$ cat src/rtl/uart_boot_loader.sv
// UART boot loader: receives 8N1 bytes, packs them big-endian into 32-bit
// words and streams them into instruction memory. Holds the CPU in reset
// until a terminator word (all ones) arrives or memory fills up.
module uart_boot_loader #(
  parameter int CLKS_PER_BIT = 868,
  parameter int ADDR_W       = 8
) (
  input  logic              clk,
  input  logic              reset,
  input  logic              rx,
  output logic [7:0]        rx_data,
  output logic              rx_valid,
  output logic              mem_we,
  output logic [ADDR_W-1:0] mem_adr,
  output logic [31:0]       memdata,
  output logic [32:0]       rx_check,
  output logic [32:0]       rx_checkh,
  output logic [32:0]       rx_checkl,
  output logic              cpu_reset,
  output logic              done,
  output logic              frame_err
);

  localparam int                CNT_W   = $clog2(CLKS_PER_BIT);
  localparam logic [CNT_W-1:0]  CNT_HALF = CNT_W'((CLKS_PER_BIT - 1) / 2);
  localparam logic [CNT_W-1:0]  CNT_LAST = CNT_W'(CLKS_PER_BIT - 1);
  localparam logic [ADDR_W-1:0] ADR_MAX  = '1;
  localparam logic [31:0]       TERM_WORD = 32'hFFFF_FFFF;

  typedef enum logic [1:0] {S_IDLE, S_START, S_DATA, S_STOP} state_t;

  state_t             state, state_nx;
  logic [1:0]         rx_sync;
  logic               rxs;
  logic [CNT_W-1:0]   cnt;
  logic [2:0]         bit_cnt;
  logic [7:0]         shreg;
  logic               err_hold;
  logic [31:0]        asm_word;
  logic [1:0]         byte_cnt;
  logic               word_rdy;
  logic [31:0]        last_word;

  // FSM control strobes
  logic cnt_clr, cnt_inc, bit_take, byte_ok, byte_bad, hold_clr;

  assign rxs = rx_sync[1];

  // Two-flop synchronizer; idles high so reset never looks like a start bit
  always_ff @(posedge clk) begin
    if (reset) rx_sync <= 2'b11;
    else       rx_sync <= {rx_sync[0], rx};
  end

  // Receiver state register
  always_ff @(posedge clk) begin
    if (reset) state <= S_IDLE;
    else       state <= state_nx;
  end

  // Next-state and per-cycle control strobes
  always_comb begin
    state_nx = state;
    cnt_clr  = 1'b0;
    cnt_inc  = 1'b0;
    bit_take = 1'b0;
    byte_ok  = 1'b0;
    byte_bad = 1'b0;
    hold_clr = 1'b0;
    case (state)
      S_IDLE: begin
        cnt_clr = 1'b1;
        // after a framing error the line must return high before re-arming
        if (err_hold) begin
          if (rxs) hold_clr = 1'b1;
        end else if (!rxs) begin
          state_nx = S_START;
        end
      end
      S_START: begin
        if (cnt == CNT_HALF) begin
          cnt_clr  = 1'b1;
          state_nx = rxs ? S_IDLE : S_DATA;
        end else begin
          cnt_inc = 1'b1;
        end
      end
      S_DATA: begin
        if (cnt == CNT_LAST) begin
          cnt_clr  = 1'b1;
          bit_take = 1'b1;
          if (bit_cnt == 3'd7) state_nx = S_STOP;
        end else begin
          cnt_inc = 1'b1;
        end
      end
      S_STOP: begin
        if (cnt == CNT_LAST) begin
          cnt_clr  = 1'b1;
          state_nx = S_IDLE;
          if (rxs) byte_ok  = 1'b1;
          else     byte_bad = 1'b1;
        end else begin
          cnt_inc = 1'b1;
        end
      end
      default: state_nx = S_IDLE;
    endcase
  end

  // Baud counter, bit counter and LSB-first shift register
  always_ff @(posedge clk) begin
    if (reset) begin
      cnt     <= '0;
      bit_cnt <= '0;
      shreg   <= '0;
    end else begin
      if (cnt_clr)      cnt <= '0;
      else if (cnt_inc) cnt <= cnt + 1'b1;
      if (bit_take) begin
        bit_cnt <= bit_cnt + 1'b1;
        shreg   <= {rxs, shreg[7:1]};
      end
    end
  end

  // Received-byte output and sticky framing error
  always_ff @(posedge clk) begin
    if (reset) begin
      rx_data   <= '0;
      rx_valid  <= 1'b0;
      frame_err <= 1'b0;
      err_hold  <= 1'b0;
    end else begin
      rx_valid <= byte_ok;
      if (byte_ok) rx_data <= shreg;
      if (byte_bad) begin
        frame_err <= 1'b1;
        err_hold  <= 1'b1;
      end else if (hold_clr) begin
        err_hold <= 1'b0;
      end
    end
  end

  // Big-endian word assembly; word_rdy flags the fourth byte of a word
  always_ff @(posedge clk) begin
    if (reset) begin
      asm_word <= '0;
      byte_cnt <= '0;
      word_rdy <= 1'b0;
    end else begin
      word_rdy <= byte_ok && (byte_cnt == 2'd3);
      if (byte_ok) begin
        asm_word <= {asm_word[23:0], shreg};
        byte_cnt <= byte_cnt + 1'b1;
      end
    end
  end

  // Memory write strobe, address advance and completion tracking
  always_ff @(posedge clk) begin
    if (reset) begin
      mem_we    <= 1'b0;
      mem_adr   <= '0;
      memdata   <= '0;
      last_word <= '0;
      done      <= 1'b0;
    end else begin
      mem_we <= 1'b0;
      if (word_rdy && !done) begin
        if (asm_word == TERM_WORD) begin
          done <= 1'b1;
        end else begin
          mem_we  <= 1'b1;
          memdata <= asm_word;
          // last slot: done rises together with its write strobe
          if (mem_adr == ADR_MAX) done <= 1'b1;
        end
      end
      if (mem_we) begin
        last_word <= memdata;
        if (mem_adr != ADR_MAX) mem_adr <= mem_adr + 1'b1;
      end
    end
  end

  // CPU reset releases one cycle after loading completes
  always_ff @(posedge clk) begin
    if (reset) cpu_reset <= 1'b1;
    else       cpu_reset <= ~done;
  end

  assign rx_check  = {done, last_word};
  assign rx_checkh = {frame_err, 16'b0, asm_word[31:16]};
  assign rx_checkl = {1'b0, 24'b0, 6'b0, byte_cnt};

endmodule
$ cat config.mk
export PLATFORM = sky130hd
export DESIGN_NAME = uart_boot_loader
export DESIGN_NICKNAME = d
export VERILOG_FILES = /design/src/rtl/uart_boot_loader.sv
export SDC_FILE = /design/constraint.sdc
export NUM_CORES = 1
export LEC_CHECK = 0
export ABC_AREA = 1
export ABC_CLOCK_PERIOD_IN_PS = 1800
export CAP_MARGIN = 20
export CORE_MARGIN = 2
export CORE_UTILIZATION = 49
export DETAILED_ROUTE_END_ITERATION = 10
export GPL_TIMING_DRIVEN = 0
export PLACE_DENSITY = 0.77
export SLEW_MARGIN = 25
export SYNTH_ARGS = -nofsm -noshare
export SYNTH_HDL_FRONTEND = slang
export SYNTH_SLANG_ARGS = --single-unit
$ cat constraint.sdc
create_clock -name clk -period 1.8 [get_ports clk]
set_input_delay 0.18 -clock clk [delete_from_list [all_inputs] [get_ports clk]]
set_output_delay 0.18 -clock clk [all_outputs]
set_load 0.01 [all_outputs]
==> run_results.csv, run 1 <==
group,metric,value,unit
worst_setup_path,start_kind,"register",
worst_setup_path,max_stage_delay,380,ps
timing,tightest_slew,529.4,ps
timing,fin_crit_sh,0.9475,
synth,yosysWarnings,0,
clock_tree,cts_tree,"built",
worst_setup_path,worstPathArrival,2050,ps
grt,antenna_found_initial,0,
floorplan,fp-row-count,40,
placed_design,gp_congestion,0.8864,
floorplan,ioPinCount,155,
timing,finalSetupViolCount,0,
layout,layout_commonest_cell,"dfxtp_1",
worst_setup_path,end_kind,"register",
synth,avgSynthCellArea,7.871,um^2
layout,layout-drive-gt1-share,0.1780,
synth,synth_cell_types,35,
worst_setup_path,cp_num_buf_inv,2,
timing,whs,328.4,ps
timing,setup_tns,0,ps
layout,final_cell_mix,"135 x dfxtp_1, 127 x nor2_1, 107 x clkdlybuf4s50_1, 80 x buf_4, 71 x nand2_1",
worst_setup_path,path_cells,"ha_4 > nand3_1 > nor2_4 > nand2_4 > nor3_4 > buf_4 > buf_6 > o21ai_1 > a21oi_2",
worst_setup_path,cp.required,2150,ps
worst_setup_path,crit_family,"simple AND/OR/NAND/NOR gates",
clock_tree,worstSkewPairLatency,410,ps
placed_design,hpwlAfterDp,10.39,mm
hold_path,hold_class,"in2reg",
power_and_ir_drop,power_density,841.2,mW/mm^2
detailed_routing,detail_route.wl_per_cell,13.00,um
timing,final_max_slew_viol_count,0,
clock_tree,path_clk_slew,60,ps
timing,period_minus_slack,1706,ps
detailed_routing,avgViaCountPerCell,4.881,
floorplan,dieWidth,115.0,um
synth,ys_seq_elements,138,
clock_tree,numCtsBuffers,17,
grt,grt_pass1_wl,23.13,mm
status,status,"finished, final reports clean",
timing,fin_ws,94.42,ps
worst_setup_path,cp_max_fo,10,
floorplan,design.core.area,0.01201,mm^2
timing,fin_skew,7.717,ps
grt,grtUsageTotal,0.2201,
grt,grt_pass1_vias,4722,
layout,num_antenna_cells,0,
grt,grt_start_max_net_pins,17,
layout,area_growth,34.67,%
worst_setup_path,crit_type,"reg2reg",
timing,finalHoldViolations,0,
detailed_routing,ant_nets,0,
timing,relSlewSlack,0.6471,
placed_design,portBuffers,107,
clock_tree,h-tree-depth,4,
grt,grt_overflow_total,0,
synth,synthCells,767,
clock_tree,clock_sinks,138,
timing,grt_setup_unrepaired,"false",
detailed_routing,firstDrtPassIters,5,
detailed_routing,drtIter0Drc,326,
power_and_ir_drop,p_leak,3.389,nW
detailed_routing,via_count,5379,
synth,yosysSeqAreaShare,0.4576,
detailed_routing,drt-total-wl,14.33,mm
power_and_ir_drop,vdd_ir_drop_max,0.6500,mV
placed_design,dpl_worst_slack,-602.7,ps
clock_tree,cts_hold_buffers,0,
timing,fmax,0.5863,GHz
flow_run,max_cap_viol_count,0,
clock_tree,cts_root_buffer,"clkbuf_16",
floorplan,initial_core_util,0.5026,
worst_setup_path,cp_slowest_cell,"dfxtp_2",
floorplan,dieArea,0.01322,mm^2
synth,syn-cell-area,0.006037,mm^2
floorplan,chipHeight,115.0,um
clock_tree,cts_max_path_buffers,2,
detailed_routing,drc,0,
layout,fin_nets,952,
cell type report:
cell class	count	area, um^2
Fill cell	1017	3881
Clock inverter	8	117.6
Multi-Input combinational cell	504	2511
Buffer	114	757.0
Tap cell	147	183.9
Inverter	57	215.2
Clock buffer	23	478.0
Timing Repair Buffer	111	1101
Sequential cell	138	2766
sequential cells by signal (all words and copies together) (netlist names), named ones only:
register   count
last_word     32
memdata       32
asm_word      25
cnt           10
mem_adr        8
shreg          8
rx_data        7
bit_cnt        3
byte_cnt       2
rx_sync        2
cpu_reset      1
done           1
err_hold       1
frame_err      1
mem_we         1
rx_valid       1
state          1
word_rdy       1
metal layers:
layer / global-route usage / routed length [um]
met1: 0.2956 / 6491
met2: 0.3573 / 6817
met5: 0 / 0
met4: 0.07149 / 127
met3: 0.04375 / 890
cell usage after synthesis:
library cell,count,area share
a211oi_1,2,0.0025
a21oi_1,59,0.049
a21oi_2,28,0.041
a31oi_1,1,0.0010
and3_1,1,0.0010
buf_1,8,0.0050
buf_2,2,0.0017
buf_4,76,0.095
buf_6,4,0.0075
clkbuf_1,24,0.015
clkinv_2,1,0.00083
conb_1,1,0.00062
dfxtp_1,138,0.46
ha_1,6,0.012
inv_1,55,0.034
inv_2,1,0.00062
nand2_1,72,0.045
nand2_2,1,0.0010
nand2_4,1,0.0019
nand3_1,36,0.030
nand3b_1,8,0.0099
nand4_1,17,0.018
nor2_1,127,0.079
nor2_2,2,0.0021
nor2_4,1,0.0019
nor3_1,1,0.00083
nor3_2,1,0.0017
nor3_4,2,0.0054
nor4_1,1,0.0010
o21ai_0,49,0.041
o21ai_1,31,0.026
or2_0,1,0.0010
or2_2,3,0.0031
xnor2_1,3,0.0044
xor2_1,3,0.0044
per-stage QoR:
step,power [mW],std cells,instance area (um^2),util
finish,6.839,1102,8130,0.6769
global route,7.054,1102,8130,0.6769
global placement,3.393,1067,7465,0.6215
CTS,6.884,1102,8094,0.6739
detailed placement,3.393,1067,7465,0.6215
floorplan,3.352,813,6210,-
cells by family after synthesis:
group / after synthesis / synth area share
simple gates: 275 / 0.2021
buf+inv: 171 / 0.1592
compound gates: 170 / 0.1594
flops: 138 / 0.4576
xor+xnor: 6 / 0.008706
fa+ha+maj: 6 / 0.01243
other cells: 1 / 0.0006212
report_power, final:
group / total (mW) / leakage (nW) / switching, mW / internal (mW)
Clock: 3.50 / 0.293 / 1.23 / 2.27
Sequential: 3.08 / 1.11 / 0.0124 / 3.07
Combinational: 0.257 / 1.98 / 0.151 / 0.106
Total: 6.84 / 3.39 / 1.40 / 5.44
timing repair:
action / CTS / global route
setup endpoints to repair: 52 / 82
buffers inserted: 4 / 0
hold endpoints to repair: 0 / 0
pin swaps: 1 / 0
resized for setup: 2 / 19
gates cloned: 0 / 0
worst paths after layout:
path	cells after the start	startpoint	to	slack [ps]
max	9	cnt[0]	asm_word[26]	90
min	2	rx	rx_sync[0]	330
max reg2reg	9	cnt[0]	asm_word[26]	90
min reg2reg	1	rx_sync[0]	rx_sync[1]	410
worst reg2reg max path, delay by kind of cell, from the launching register on:
| kind | cells | cell delay [ps] |
|---|---|---|
| and+or+nand+nor | 4 | 570 |
| DFF | 1 | 380 |
| buffers and inverters | 2 | 290 |
| AOI/OAI and AO/OA | 2 | 230 |
| adders and majority gates | 1 | 170 |
(Power assumes the default switching activity.)
==> inputs of run 2 (changes only) <==
Settings changed: ABC_CLOCK_PERIOD_IN_PS 1800 to 1730, MAX_ROUTING_LAYER set to met4.
Clock period 1.8 ns to 1.73 ns, I/O delays scaled along.
==> run 2 against run 1 <==
  * Sequential power is 4% higher
  * Combinational power up 4%
  * Total power grew 3.8%
  * Clock skew decreased by 1.1 ps
  * Count of clock-buffer cells in the layout stayed put
  * Critical path depth down 7
  * Global-route usage is 0.69 points higher
  * Sequential share of layout area is essentially flat
  * Core utilization up 0.20 points
  * Via count fell by 0.86%
  * Critical path type is now reg2out
  * Largest cell class unchanged
==> run_results.csv, run 2 (same netlist as run 1, synthesis figures left out) <==
group,metric,value,unit
clock_tree,worstSkewPairLatency,410,ps
floorplan,dieWidth,115.0,um
layout,stdcell_count,1102,
worst_setup_path,rr_endpoint,"asm_word[26]",
detailed_routing,ant_nets,0,
layout,multiInputGateArea,0.002519,mm^2
layout,layout_commonest_cell,"dfxtp_1",
detailed_routing,drc,0,
worst_setup_path,worstPathArrival,1510,ps
power_and_ir_drop,power_frac_comb,0.038,
layout,layout-drive-gt1-share,0.1895,
detailed_routing,via_count,5333,
hold_path,hold_start,"rx",
clock_tree,clock_sinks,138,
power_and_ir_drop,switching_share,0.2025,
timing,final_max_slew_viol_count,0,
worst_setup_path,max_stage_delay,530,ps
layout,seqCellArea,0.002775,mm^2
timing,fin_crit_sh,0.9736,
worst_setup_path,r2r-start,"cnt[0]",
grt,antenna_found_initial,0,
layout,num_antenna_cells,0,
power_and_ir_drop,power_density,871.0,mW/mm^2
worst_setup_path,r2r_cells,9,
placed_design,portBuffers,107,
power_and_ir_drop,seqPwrFrac,0.451,
timing,grt_setup_unrepaired,"true",
timing,period_minus_slack,1684,ps
detailed_routing,firstDrtPassIters,5,
worst_setup_path,cp_slowest_cell,"clkdlybuf4s50_1",
clock_tree,h-tree-depth,4,
layout,fin_util,0.6789,
placed_design,gp_congestion,0.9013,
worst_setup_path,end_kind,"primary output",
floorplan,dieArea,0.01322,mm^2
hold_path,hold_class,"in2reg",
power_and_ir_drop,clock_power_share,0.511,
hold_path,min_to,"rx_sync[0]",
clock_tree,cts_hold_buffers,0,
grt,grt_pass1_vias,4729,
worst_setup_path,path_cells,"buf_4 > clkdlybuf4s50_1",
worst_setup_path,crit_family,"buffers and inverters",
layout,area_growth,35.07,%
clock_tree,numCtsBuffers,17,
grt,grt_pass1_wl,23.15,mm
timing,fmax,0.5937,GHz
layout,fin_nets,952,
worst_setup_path,cp.required,1560,ps
power_and_ir_drop,vdd_ir_drop_max,0.6828,mV
timing,finalHoldViolations,0,
grt,grt_overflow_total,0,
timing,relSlewSlack,0.6382,
power_and_ir_drop,p_leak,3.408,nW
floorplan,design.core.area,0.01201,mm^2
power_and_ir_drop,p_int,5.664,mW
clock_tree,path_clk_slew,50,ps
timing,tightest_slew,542.7,ps
timing,finalSetupViolCount,0,
clock_tree,cts_tree,"built",
grt,grtUsageTotal,0.2270,
timing,fin_skew,6.568,ps
worst_setup_path,r2r_slack,100,ps
floorplan,ioPinCount,155,
power_and_ir_drop,p_switching,1.438,mW
placed_design,hpwlAfterDp,10.39,mm
grt,grt_start_max_net_pins,17,
clock_tree,cts_max_path_buffers,2,
layout,final_cell_mix,"130 x dfxtp_1, 127 x nor2_1, 107 x clkdlybuf4s50_1, 81 x buf_4, 70 x nand2_1",
worst_setup_path,start_kind,"register",
hold_path,hold_depth,2,
detailed_routing,detail_route.wl_per_cell,12.93,um
floorplan,fp-row-count,40,
detailed_routing,drt-total-wl,14.25,mm
worst_setup_path,cp_max_fo,4,
clock_tree,cts_root_buffer,"clkbuf_16",
worst_setup_path,crit_type,"reg2out",
layout,fillers,1014,
layout,largestRegisters,"last_word (32), memdata (32), asm_word (25)",
flow_run,max_cap_viol_count,0,
floorplan,chipHeight,115.0,um
detailed_routing,drtIter0Drc,322,
detailed_routing,avgViaCountPerCell,4.839,
floorplan,initial_core_util,0.5026,
placed_design,place_inst,1067,
status,status,"finished, final reports clean",
worst_setup_path,cp_num_buf_inv,2,
run 2: cell types whose count changed in the layout (fill, tap and decap cells not counted), moves of 2 or more:
cell,change
clkbuf_2,+4
dfxtp_2,+4
buf_1,-2
dfxtp_1,-5
clkbuf_1,-2
run 2: cell type report:
cell class	count	share of cell area
tap	147	0.02256
clock inverter	8	0.01442
timing repair buffer	111	0.1350
multi-input combinational	504	0.3089
buffer	114	0.09375
inverter	57	0.02639
sequential	138	0.3403
clock buffer	23	0.05862
run 2: per-layer routing:
layer | global-route usage | vias up | share of wire
met5 | - | - | 0
met4 | 0.07149 | 0 | 0.0072
met3 | 0.04375 | 10 | 0.052
met2 | 0.3580 | 160 | 0.48
met1 | 0.2952 | 2419 | 0.46
li1 | - | 2744 | -
run 2: power groups by stage:
stage	Sequential [mW]	Combinational [mW]	Clock (mW)
6_report	3.20	0.267	3.63
4_1_cts	3.20	0.263	3.70
3_5_place_dp	3.27	0.261	0
3_3_place_gp	3.27	0.260	0
2_1_floorplan	3.27	0.221	0
5_1_grt	3.20	0.302	3.84
run 2: how the worst max path moves through the flow:
stage	from	to	slack, ps	cells past startpoint
6_report	asm_word[7]	rx_data[7]	50	2
5_1_grt	asm_word[25]	memdata[21]	-10	7
4_1_cts	reset	memdata[29]	10	6
3_5_place_dp	reset	last_word[28]	-670	6
3_3_place_gp	reset	last_word[28]	-610	6
2_1_floorplan	cnt[0]	asm_word[30]	150	8
run 2: what timing repair did:
item,in CTS,in global routing
setup endpoints to repair,77,79
gates cloned,0,0
gates resized for setup,8,27
setup buffers,4,0
pin swaps,2,1
run 2: stage by stage:
| step | cell area [um^2] | setup slack (ps) | power (mW) | TNS [ps] | hold WS [ps] |
|---|---|---|---|---|---|
| 2_1_floorplan | 6210 | 154.7 | 3.488 | 0 | 251.5 |
| 6_report | 8154 | 45.60 | 7.102 | 0 | 326.1 |
| 5_1_grt | 8154 | -11.25 | 7.343 | -11.25 | 340.8 |
| 3_5_place_dp | 7465 | -665.7 | 3.531 | -31030 | 396.3 |
| 3_3_place_gp | 7465 | -614.2 | 3.530 | -27510 | 393.1 |
| 4_1_cts | 8110 | 9.736 | 7.165 | 0 | 309.9 |
==> inputs of run 3 (changes only) <==
Settings changed: TNS_END_PERCENT set to 5.
==> run 3 against run 2 <==
  * Count of clock-buffer cells in the layout stayed put
  * Sequential power hardly changed
  * Clock skew hardly changed
  * First-iteration DRC count is 10% higher
  * Combinational power hardly changed
  * Hold slack worse by 3.5 ps
  * Sequential share of layout area stayed put
  * Total power hardly changed
  * Critical path depth stayed put
  * Setup slack worse by 5.1 ps
  * Global-route usage stayed put
  * Critical endpoint unchanged
  * Highest routed layer unchanged
==> run_results.csv, run 3 (same netlist as run 1, synthesis figures left out) <==
group,metric,value,unit
layout,layout_commonest_cell,"dfxtp_1",
placed_design,dpl_worst_slack,-665.7,ps
timing,period_minus_slack,1690,ps
worst_setup_path,cp.required,1560,ps
layout,fillers,1013,
timing,grt_setup_unrepaired,"true",
timing,fin_ws,40.49,ps
power_and_ir_drop,switching_share,0.2028,
detailed_routing,via_count,5355,
placed_design,portBuffers,107,
power_and_ir_drop,power_density,871.2,mW/mm^2
power_and_ir_drop,p_switching,1.441,mW
hold_path,hold_class,"in2reg",
clock_tree,cts_tree,"built",
layout,largestRegisters,"last_word (32), memdata (32), asm_word (25)",
layout,layout-drive-gt1-share,0.1885,
floorplan,chipHeight,115.0,um
grt,grtUsageTotal,0.2270,
detailed_routing,firstDrtPassIters,5,
status,status,"finished, final reports clean",
floorplan,ioPinCount,155,
power_and_ir_drop,vdd_ir_drop_max,0.6825,mV
worst_setup_path,start_kind,"register",
clock_tree,worstSkewPairLatency,410,ps
timing,fin_crit_sh,0.9766,
floorplan,design.core.area,0.01201,mm^2
floorplan,dieWidth,115.0,um
power_and_ir_drop,power_frac_comb,0.038,
layout,num_antenna_cells,0,
grt,grt_pass1_vias,4729,
clock_tree,cts_max_path_buffers,2,
floorplan,initial_core_util,0.5026,
clock_tree,numCtsBuffers,17,
layout,fin_util,0.6789,
detailed_routing,ant_nets,0,
layout,final_cell_mix,"130 x dfxtp_1, 127 x nor2_1, 107 x clkdlybuf4s50_1, 80 x buf_4, 70 x nand2_1",
floorplan,fp-row-count,40,
grt,grt_start_max_net_pins,17,
clock_tree,clock_sinks,138,
timing,fmax,0.5919,GHz
worst_setup_path,cp_max_fo,4,
timing,fin_skew,7.041,ps
detailed_routing,detail_route.wl_per_cell,12.98,um
timing,finalSetupViolCount,0,
timing,setup_tns,0,ps
timing,finalHoldViolations,0,
clock_tree,path_clk_slew,50,ps
power_and_ir_drop,seqPwrFrac,0.451,
layout,area_growth,35.07,%
detailed_routing,drt-total-wl,14.31,mm
layout,fin_nets,952,
grt,antenna_found_initial,0,
grt,grt_overflow_total,0,
clock_tree,cts_root_buffer,"clkbuf_16",
flow_run,max_cap_viol_count,0,
detailed_routing,avgViaCountPerCell,4.859,
timing,final_max_slew_viol_count,0,
timing,tightest_slew,560.5,ps
layout,stdcell_count,1102,
timing,relSlewSlack,0.6264,
worst_setup_path,crit_type,"reg2out",
timing,whs,322.5,ps
worst_setup_path,end_kind,"primary output",
placed_design,gp_congestion,0.9013,
worst_setup_path,worstPathArrival,1520,ps
floorplan,dieArea,0.01322,mm^2
power_and_ir_drop,p_int,5.663,mW
power_and_ir_drop,p_leak,3.401,nW
grt,grt_pass1_wl,23.15,mm
clock_tree,cts_hold_buffers,0,
placed_design,place_inst,1067,
placed_design,hpwlAfterDp,10.39,mm
clock_tree,h-tree-depth,4,
power_and_ir_drop,clock_power_share,0.511,
detailed_routing,drc,0,
detailed_routing,drtIter0Drc,355,
[run 3: what timing repair did]
item	in CTS	in global routing
endpoints found under the setup margin	77	84
cloned	0	0
gates resized for setup	7	26
pin swaps	1	1
setup buffers	4	0
[run 3: metrics by stage]
stage	power [mW]	area, um^2
finish	7.104	8154
global route	7.342	8154
CTS	7.165	8109
detailed placement	3.531	7465
global placement	3.530	7465
floorplan	3.488	6210
[run 3: final timing paths]
path | start | endpoint | cells past startpoint | slack, ps
worst max-delay path | asm_word[7] | rx_data[7] | 2 | 40
worst min-delay path | rx | rx_sync[0] | 2 | 320
worst max register to register | cnt[0] | asm_word[26] | 9 | 70
worst min register to register | rx_sync[0] | rx_sync[1] | 1 | 410
[run 3: final cells by class]
class                   count  area (um^2)  share of cell area
plain buffers             114        764.5             0.09375
clock buffers              23        478.0             0.05862
clock inverters             8        117.6             0.01442
inverters                  57        215.2             0.02639
multi-input cells         504         2519              0.3089
flip-flops and latches    138         2775              0.3403
well taps                 147        183.9             0.02256
repair buffers            111         1101              0.1350
[run 3: metal layers]
| layer | global-route usage | up-vias | wire length [um] |
|---|---|---|---|
| li1 | - | 2748 | - |
| met1 | 0.2952 | 2437 | 6474 |
| met2 | 0.3580 | 159 | 6880 |
| met3 | 0.04375 | 11 | 828 |
| met4 | 0.07149 | 0 | 123 |
| met5 | - | - | 0 |
[run 3: power by group through the flow]
stage,combinational (mW),clock [mW],sequential (mW)
CTS,0.263,3.70,3.20
global placement,0.260,0,3.27
floorplan,0.221,0,3.27
global route,0.301,3.84,3.20
finish,0.268,3.63,3.20
detailed placement,0.261,0,3.27
[run 3: worst max-delay path, cell delays in order (launching register included)]
cell and delay [ps]:
dfxtp_1 430, buf_4 150, clkdlybuf4s50_1 530
